===== config.mk =====
export PLATFORM = sky130hd
export DESIGN_NAME = adc_chan_avg
export DESIGN_NICKNAME = d
export VERILOG_FILES = /design/src/rtl/adc_pkg.sv /design/src/rtl/sync_fifo_fwft.sv /design/src/rtl/adc_chan_avg.sv
export SDC_FILE = /design/constraint.sdc
export NUM_CORES = 1
export LEC_CHECK = 0
export ABC_CLOCK_PERIOD_IN_PS = 5200
export CORE_AREA = 2 2 231 233
export CTS_CLUSTER_DIAMETER = 80
export DETAILED_ROUTE_END_ITERATION = 7
export DIE_AREA = 0 0 233 235
export PLACE_DENSITY = 0.74
export SLEW_MARGIN = 20
export SYNTH_ARGS = -nofsm -noshare
export SYNTH_HDL_FRONTEND = slang
export SYNTH_SLANG_ARGS = --single-unit

===== constraint.sdc =====
create_clock -name clk -period 5.2 [get_ports clk]
set_input_delay 0.78 -clock clk [delete_from_list [all_inputs] [get_ports clk]]
set_output_delay 0.78 -clock clk [all_outputs]
set_load 0.02 [all_outputs]

===== src/rtl/adc_pkg.sv =====
// Shared definitions for the ADC sample path: tagged word layout and
// channel count, common to the loop sequencer and the channel averager.
package adc_pkg;

    localparam int CHAN_W   = 4;
    localparam int SAMPLE_W = 12;
    localparam int WORD_W   = 16;

    // Channels driven by the ADC loop sequencer.
    localparam int NCHAN    = 11;

    // Deepest averaging supported: 2^KMAX samples per output word.
    localparam int KMAX     = 7;

    // Width of the averaging-exponent input.
    localparam int K_W      = 3;

    // Word field positions.
    localparam int CHAN_MSB   = 15;
    localparam int CHAN_LSB   = 12;
    localparam int SAMPLE_MSB = 11;
    localparam int SAMPLE_LSB = 0;

    // Tagged word: channel in the top nibble, sample/average below.
    typedef struct packed {
        logic [CHAN_W-1:0]   chan;
        logic [SAMPLE_W-1:0] sample;
    } word_t;

    // Build a tagged word from a channel index and a 12-bit value.
    function automatic logic [WORD_W-1:0] pack_word(
        input logic [CHAN_W-1:0]   chan,
        input logic [SAMPLE_W-1:0] val
    );
        return {chan, val};
    endfunction

endpackage


===== src/rtl/sync_fifo_fwft.sv =====
// Single-clock first-word-fall-through FIFO. Binary pointers carry one
// extra wrap bit so full and empty come straight from a pointer compare.
// A push while full is accepted only if a pop frees a slot in the same
// cycle; clr empties the FIFO and overrides any coincident push or pop.
module sync_fifo_fwft #(
    parameter int WIDTH = 16,
    parameter int DEPTH = 16
) (
    input  logic                       clk,
    input  logic                       rst_n,
    input  logic                       clr,
    input  logic                       push,
    input  logic [WIDTH-1:0]           din,
    input  logic                       pop,
    output logic [WIDTH-1:0]           dout,
    output logic                       empty,
    output logic                       full,
    output logic [$clog2(DEPTH):0]     count
);

    localparam int AW = $clog2(DEPTH);

    logic [AW:0]      wptr;
    logic [AW:0]      rptr;
    logic [WIDTH-1:0] mem [DEPTH];
    logic             do_push;
    logic             do_pop;

    assign empty   = (wptr == rptr);
    assign full    = (wptr[AW] != rptr[AW]) && (wptr[AW-1:0] == rptr[AW-1:0]);
    assign do_pop  = pop & ~empty;
    assign do_push = push & (~full | do_pop);
    assign count   = wptr - rptr;

    // Head word is visible combinationally; an empty FIFO presents zero.
    assign dout    = empty ? '0 : mem[rptr[AW-1:0]];

    // Read/write pointers; clr takes priority over push and pop.
    always_ff @(posedge clk or negedge rst_n) begin
        if (!rst_n) begin
            wptr <= '0;
            rptr <= '0;
        end else if (clr) begin
            wptr <= '0;
            rptr <= '0;
        end else begin
            if (do_push) begin
                wptr <= wptr + 1'b1;
            end
            if (do_pop) begin
                rptr <= rptr + 1'b1;
            end
        end
    end

    // Storage array; contents past the pointers are don't-care, so no reset.
    always_ff @(posedge clk) begin
        if (do_push && !clr) begin
            mem[wptr[AW-1:0]] <= din;
        end
    end

endmodule


===== src/rtl/adc_chan_avg.sv =====
// Per-channel sample averager. Each tagged ADC word is added into its
// channel's accumulator; every 2^K samples the truncated mean is tagged
// with the channel and pushed into an output FWFT FIFO for the host side.
// K is captured from avg_log2 on clr and clamped to KMAX.
module adc_chan_avg #(
    parameter int NCHAN      = adc_pkg::NCHAN,
    parameter int KMAX       = adc_pkg::KMAX,
    parameter int FIFO_DEPTH = 16
) (
    input  logic                          clk,
    input  logic                          rst_n,
    input  logic                          clr,
    input  logic [2:0]                    avg_log2,
    input  logic [15:0]                   in_data,
    input  logic                          in_wren,
    output logic [15:0]                   out_data,
    output logic                          out_valid,
    input  logic                          out_ready,
    output logic                          ovf,
    output logic                          chan_err,
    output logic [$clog2(FIFO_DEPTH):0]   fill
);

    import adc_pkg::*;

    localparam int ACC_W = SAMPLE_W + KMAX;
    localparam int FAW   = $clog2(FIFO_DEPTH);

    // Truncating mean: divide the running total by 2^k and keep 12 bits.
    function automatic logic [SAMPLE_W-1:0] avg_trunc(
        input logic [ACC_W-1:0] total,
        input logic [2:0]       k
    );
        logic [ACC_W-1:0] shifted;
        shifted = total >> k;
        return shifted[SAMPLE_W-1:0];
    endfunction

    // Clamp the requested exponent to the deepest supported average.
    function automatic logic [2:0] clamp_k(input logic [2:0] k);
        if (int'(k) > KMAX) begin
            return 3'(KMAX);
        end
        return k;
    endfunction

    word_t              in_w;
    logic [ACC_W-1:0]   acc [NCHAN];
    logic [KMAX-1:0]    cnt [NCHAN];
    logic [2:0]         k_lat;

    logic               chan_ok;
    logic [ACC_W-1:0]   sel_acc;
    logic [KMAX-1:0]    sel_cnt;
    logic [KMAX-1:0]    cnt_last;
    logic [ACC_W-1:0]   sum;
    logic               wr_ok;
    logic               last_hit;
    logic               push;
    logic [WORD_W-1:0]  push_word;

    logic               fifo_empty;
    logic               fifo_full;
    logic               fifo_pop;
    logic [FAW:0]       fifo_count;

    assign in_w     = in_data;
    assign chan_ok  = ({1'b0, in_w.chan} < (CHAN_W+1)'(NCHAN));
    assign wr_ok    = in_wren & ~clr & chan_ok;

    // Last sample of a block arrives when the count reaches 2^K - 1; the
    // modular subtract keeps this correct even when 2^K overflows KMAX bits.
    assign cnt_last = (KMAX'(1) << k_lat) - KMAX'(1);
    assign last_hit = (sel_cnt == cnt_last);
    assign sum      = sel_acc + ACC_W'(in_w.sample);
    assign push     = wr_ok & last_hit;
    assign push_word = pack_word(in_w.chan, avg_trunc(sum, k_lat));

    // Select the addressed channel's accumulator and count.
    always_comb begin
        sel_acc = '0;
        sel_cnt = '0;
        for (int c = 0; c < NCHAN; c++) begin
            if (in_w.chan == CHAN_W'(c)) begin
                sel_acc = acc[c];
                sel_cnt = cnt[c];
            end
        end
    end

    // Accumulator bank and latched exponent; a completed block restarts its channel.
    always_ff @(posedge clk or negedge rst_n) begin
        if (!rst_n) begin
            k_lat <= '0;
            for (int c = 0; c < NCHAN; c++) begin
                acc[c] <= '0;
                cnt[c] <= '0;
            end
        end else if (clr) begin
            k_lat <= clamp_k(avg_log2);
            for (int c = 0; c < NCHAN; c++) begin
                acc[c] <= '0;
                cnt[c] <= '0;
            end
        end else if (wr_ok) begin
            for (int c = 0; c < NCHAN; c++) begin
                if (in_w.chan == CHAN_W'(c)) begin
                    if (last_hit) begin
                        acc[c] <= '0;
                        cnt[c] <= '0;
                    end else begin
                        acc[c] <= sum;
                        cnt[c] <= sel_cnt + KMAX'(1);
                    end
                end
            end
        end
    end

    // Sticky error flags, cleared only by reset or clr.
    always_ff @(posedge clk or negedge rst_n) begin
        if (!rst_n) begin
            ovf      <= 1'b0;
            chan_err <= 1'b0;
        end else if (clr) begin
            ovf      <= 1'b0;
            chan_err <= 1'b0;
        end else begin
            if (push && fifo_full && !fifo_pop) begin
                ovf <= 1'b1;
            end
            if (in_wren && !chan_ok) begin
                chan_err <= 1'b1;
            end
        end
    end

    assign fifo_pop = out_ready & ~fifo_empty;

    sync_fifo_fwft #(
        .WIDTH (WORD_W),
        .DEPTH (FIFO_DEPTH)
    ) u_fifo (
        .clk   (clk),
        .rst_n (rst_n),
        .clr   (clr),
        .push  (push),
        .din   (push_word),
        .pop   (fifo_pop),
        .dout  (out_data),
        .empty (fifo_empty),
        .full  (fifo_full),
        .count (fifo_count)
    );

    assign out_valid = ~fifo_empty;
    assign fill      = fifo_count;

endmodule


==> impl_metrics.csv <==
group,metric,value,unit
placed_design,dpl.hpwl,49900,um
placed_design,dp.cells,2927,
timing,skew,32.0,ps
logic_synthesis,avgSynthCellArea,12.1,um^2
cells_and_area,antenna_cells,0,
timing,holdWs,148,ps
critical_path,rr_startpoint,"acc[152]$_DFFE_PN0P_",
clock_network,clk_path_buf_depth,3,
logic_synthesis,ys_top_cells_by_area,"edfxtp_1 (30%), dfrtp_1 (29%), mux4_2 (8.7%)",
route,drtIter0Drc,1991,
die,rows,84,
flow_run,cap_violations,0,
hold_path,hp-class,"in2async",
grt,grt_pass1_wl,116000,um
critical_path,worst_ep_required_time,5520,ps
critical_path,path_buf_inv,2,
cells_and_area,design_area,30300,um^2
placed_design,io_buffer_count,47,
logic_synthesis,synth_ff_type,"dfrtp_1",
cells_and_area,fin_nets,2345,
logic_synthesis,ys_types,92,
die,start_util,49.5,%
logic_synthesis,synth_nets,2194,
timing,finalCritPeriodShare,95.0,%
route,wire_per_inst,24.9,um
timing,setup_violations,0,
die,dieArea,54800,um^2
pwr,power,10.4,mW
critical_path,cp.arrival,5250,ps
die,die_h,235,um
logic_synthesis,netlist_instances,2145,
placed_design,gp_congestion,0.946,
route,vias,19016,
logic_synthesis,synth_top_cell_by_area,"edfxtp_1",
cells_and_area,stdcell_count,3022,
clock_network,path_clk_slew,60,ps
timing,final_max_slew_viol_count,0,
die,ios,48,
cells_and_area,fillers,4094,
clock_network,ctsHtreeMaxLevel,2,
grt,antenna_found_initial,1,
logic_synthesis,synth_edf_count,256,
critical_path,crit_top_cell,"a21oi_1",
timing,slew_headroom,28.6,%
critical_path,path_max_fanout,16,
clock_network,cts_root_buffer,"clkbuf_16",
grt,grt_max_degree,123,
pwr,vdd_drop_max,0.267,mV
cells_and_area,area_delta_synth_final,17.2,%
logic_synthesis,netlist_area,25900,um^2
clock_network,holdBufCountCts,0,
cells_and_area,layout-drive-gt1-share,20.1,%
placed_design,placed_cell_area,28500,um^2
critical_path,regToRegSetupSlack,600,ps
die,coreArea,52200,um^2
clock_network,cts_sinks,557,
critical_path,end_kind,"flop",
clock_network,cts_buffers,55,
critical_path,critPathSlowestCell,"clkdlybuf4s50_1",
cells_and_area,layout_common_cells,"dfrtp_1 (299), edfxtp_1 (256), nand2_1 (229)",
critical_path,r2r-end,"u_fifo.mem[11][11]$_DFFE_PP_",
pwr,pwr_density_cell,342,nW/um^2
logic_synthesis,async_flop_share,54.0,%
logic_synthesis,ys_warn_count,0,
timing,finalSetupTns,0,ps
critical_path,cp_top_family,"compound AO/OA/AOI/OAI gates",
grt,grt.total_usage,27.8,%
route,remaining_drc_errors,0,
critical_path,critical_path_class,"in2reg",
route,vias_per_cell,6.29,
timing,period_minus_slack,4940,ps
clock_network,insertion_delay,620,ps
route,finalWirelength,75300,um
timing,fmax,203,MHz
pwr,leakage,11.8,nW
critical_path,cp-start-kind,"primary input",
logic_synthesis,yosysSeqAreaShare,58.8,%
critical_path,worstPathCellList,"clkdlybuf4s50_1 -> buf_4 -> nand2b_1 -> nor3_2 -> a222oi_1 -> a31oi_1 -> a21oi_1 -> a21oi_1 -> ha_2 -> fa_2 -> a211oi_1 -> o21ai_0 -> a41oi_1 -> nor2_1 -> o2111a_1 -> xnor2_2 -> nand3_1 -> and4b_1 -> a221o_2",
grt,grt_overflow_total,0,
critical_path,rr_worst_depth,16,
timing,worst_pin_slew,1070,ps
outcome,status,"finished, final reports clean",
die,die_w,233,um
grt,grt_pass1_vias,19028,
critical_path,cpPeakStageDelay,460,ps
logic_synthesis,yosysTopAreaCellShare,29.7,%
route,ant_nets,0,
logic_synthesis,yosys_register_bits,557,
cells_and_area,final_common_cell,"dfrtp_1",
timing,hold_viol_final,0,
route,first_pass_iters,8,
clock_network,tritoncts,"built",
[synthesized netlist by cell type (37+ instances only)]
cell        n
edfxtp_1  256
a21oi_1    94
clkbuf_1  122
a22oi_1    84
dfrtp_1   301
nand2_1   229
a22o_1     37
o21ai_0   148
mux2i_1    39
nand3_1    83
nor2_1    215
mux4_2    100
[stage by stage]
stage	worst slack (ps)	utilization, %
finish	262	58.1
detailed placement	-410	54.5
CTS	151	58.0
floorplan	6.67	-
global route	-1.18	58.1
global placement	-242	54.5
[how the worst max path moves through the flow]
stage | start | endpoint | slack [ps] | depth (start not counted)
4_1_cts | in_data[15] | u_fifo.mem[11][11]$_DFFE_PP_ | 150 | 17
3_3_place_gp | in_data[15] | u_fifo.mem[0][11]$_DFFE_PP_ | -240 | 19
5_1_grt | in_data[15] | u_fifo.mem[11][11]$_DFFE_PP_ | -1 | 19
2_1_floorplan | in_data[12] | u_fifo.mem[0][8]$_DFFE_PP_ | 7 | 21
6_report | in_data[15] | u_fifo.mem[11][11]$_DFFE_PP_ | 260 | 19
3_5_place_dp | in_data[15] | u_fifo.mem[0][11]$_DFFE_PP_ | -410 | 17
[layer usage]
layer	track usage (%)	routed length [um]
met1	36.2	29000
met3	4.98	6370
met4	12.9	3400
met2	45.4	36600
met5	0	31
[power breakdown]
part	switching [mW]	internal [mW]	total [mW]	leakage, nW
clock	1.71	2.40	4.10	0.889
sequential	0.0777	4.88	4.96	6.41
combinational	0.812	0.485	1.30	4.50
[flip-flops by register name (all words and copies together), names as in the netlist]
signal and flops:
u_fifo.mem 256, u_fifo.wptr 5, cnt 77, k_lat 3, u_fifo.rptr 5, acc 209, chan_err 1, ovf 1
[kinds of logic (layout without fill, tap and decap cells)]
| kind of cell | after synthesis | after routing | synth area share [%] |
|---|---|---|---|
| multiplexers | 151 | 151 | 10.7 |
| AO/OA/AOI/OAI | 516 | 516 | 13.1 |
| XOR/XNOR | 36 | 36 | 1.22 |
| adder cells (fa/ha/maj) | 25 | 25 | 1.27 |
| buffers and inverters | 200 | 389 | 3.21 |
| flip-flops | 557 | 557 | 58.8 |
| AND/OR/NAND/NOR | 660 | 660 | 11.7 |
[layout make-up]
cell class,count,area (um^2),share of cell area [%]
multi-input cells,1388,9950,32.8
clock buffers,68,1480,4.86
well taps,688,861,2.84
flip-flops and latches,557,15200,50.2
inverters,29,109,0.359
clock inverters,27,355,1.17
repair buffers,265,2350,7.75
[what timing repair did]
action                     in CTS  in global routing
gates resized for setup         0                  3
buffers inserted                0                  0
setup endpoints to repair       0                 87
Note: power is estimated with default switching activity, not from simulation.
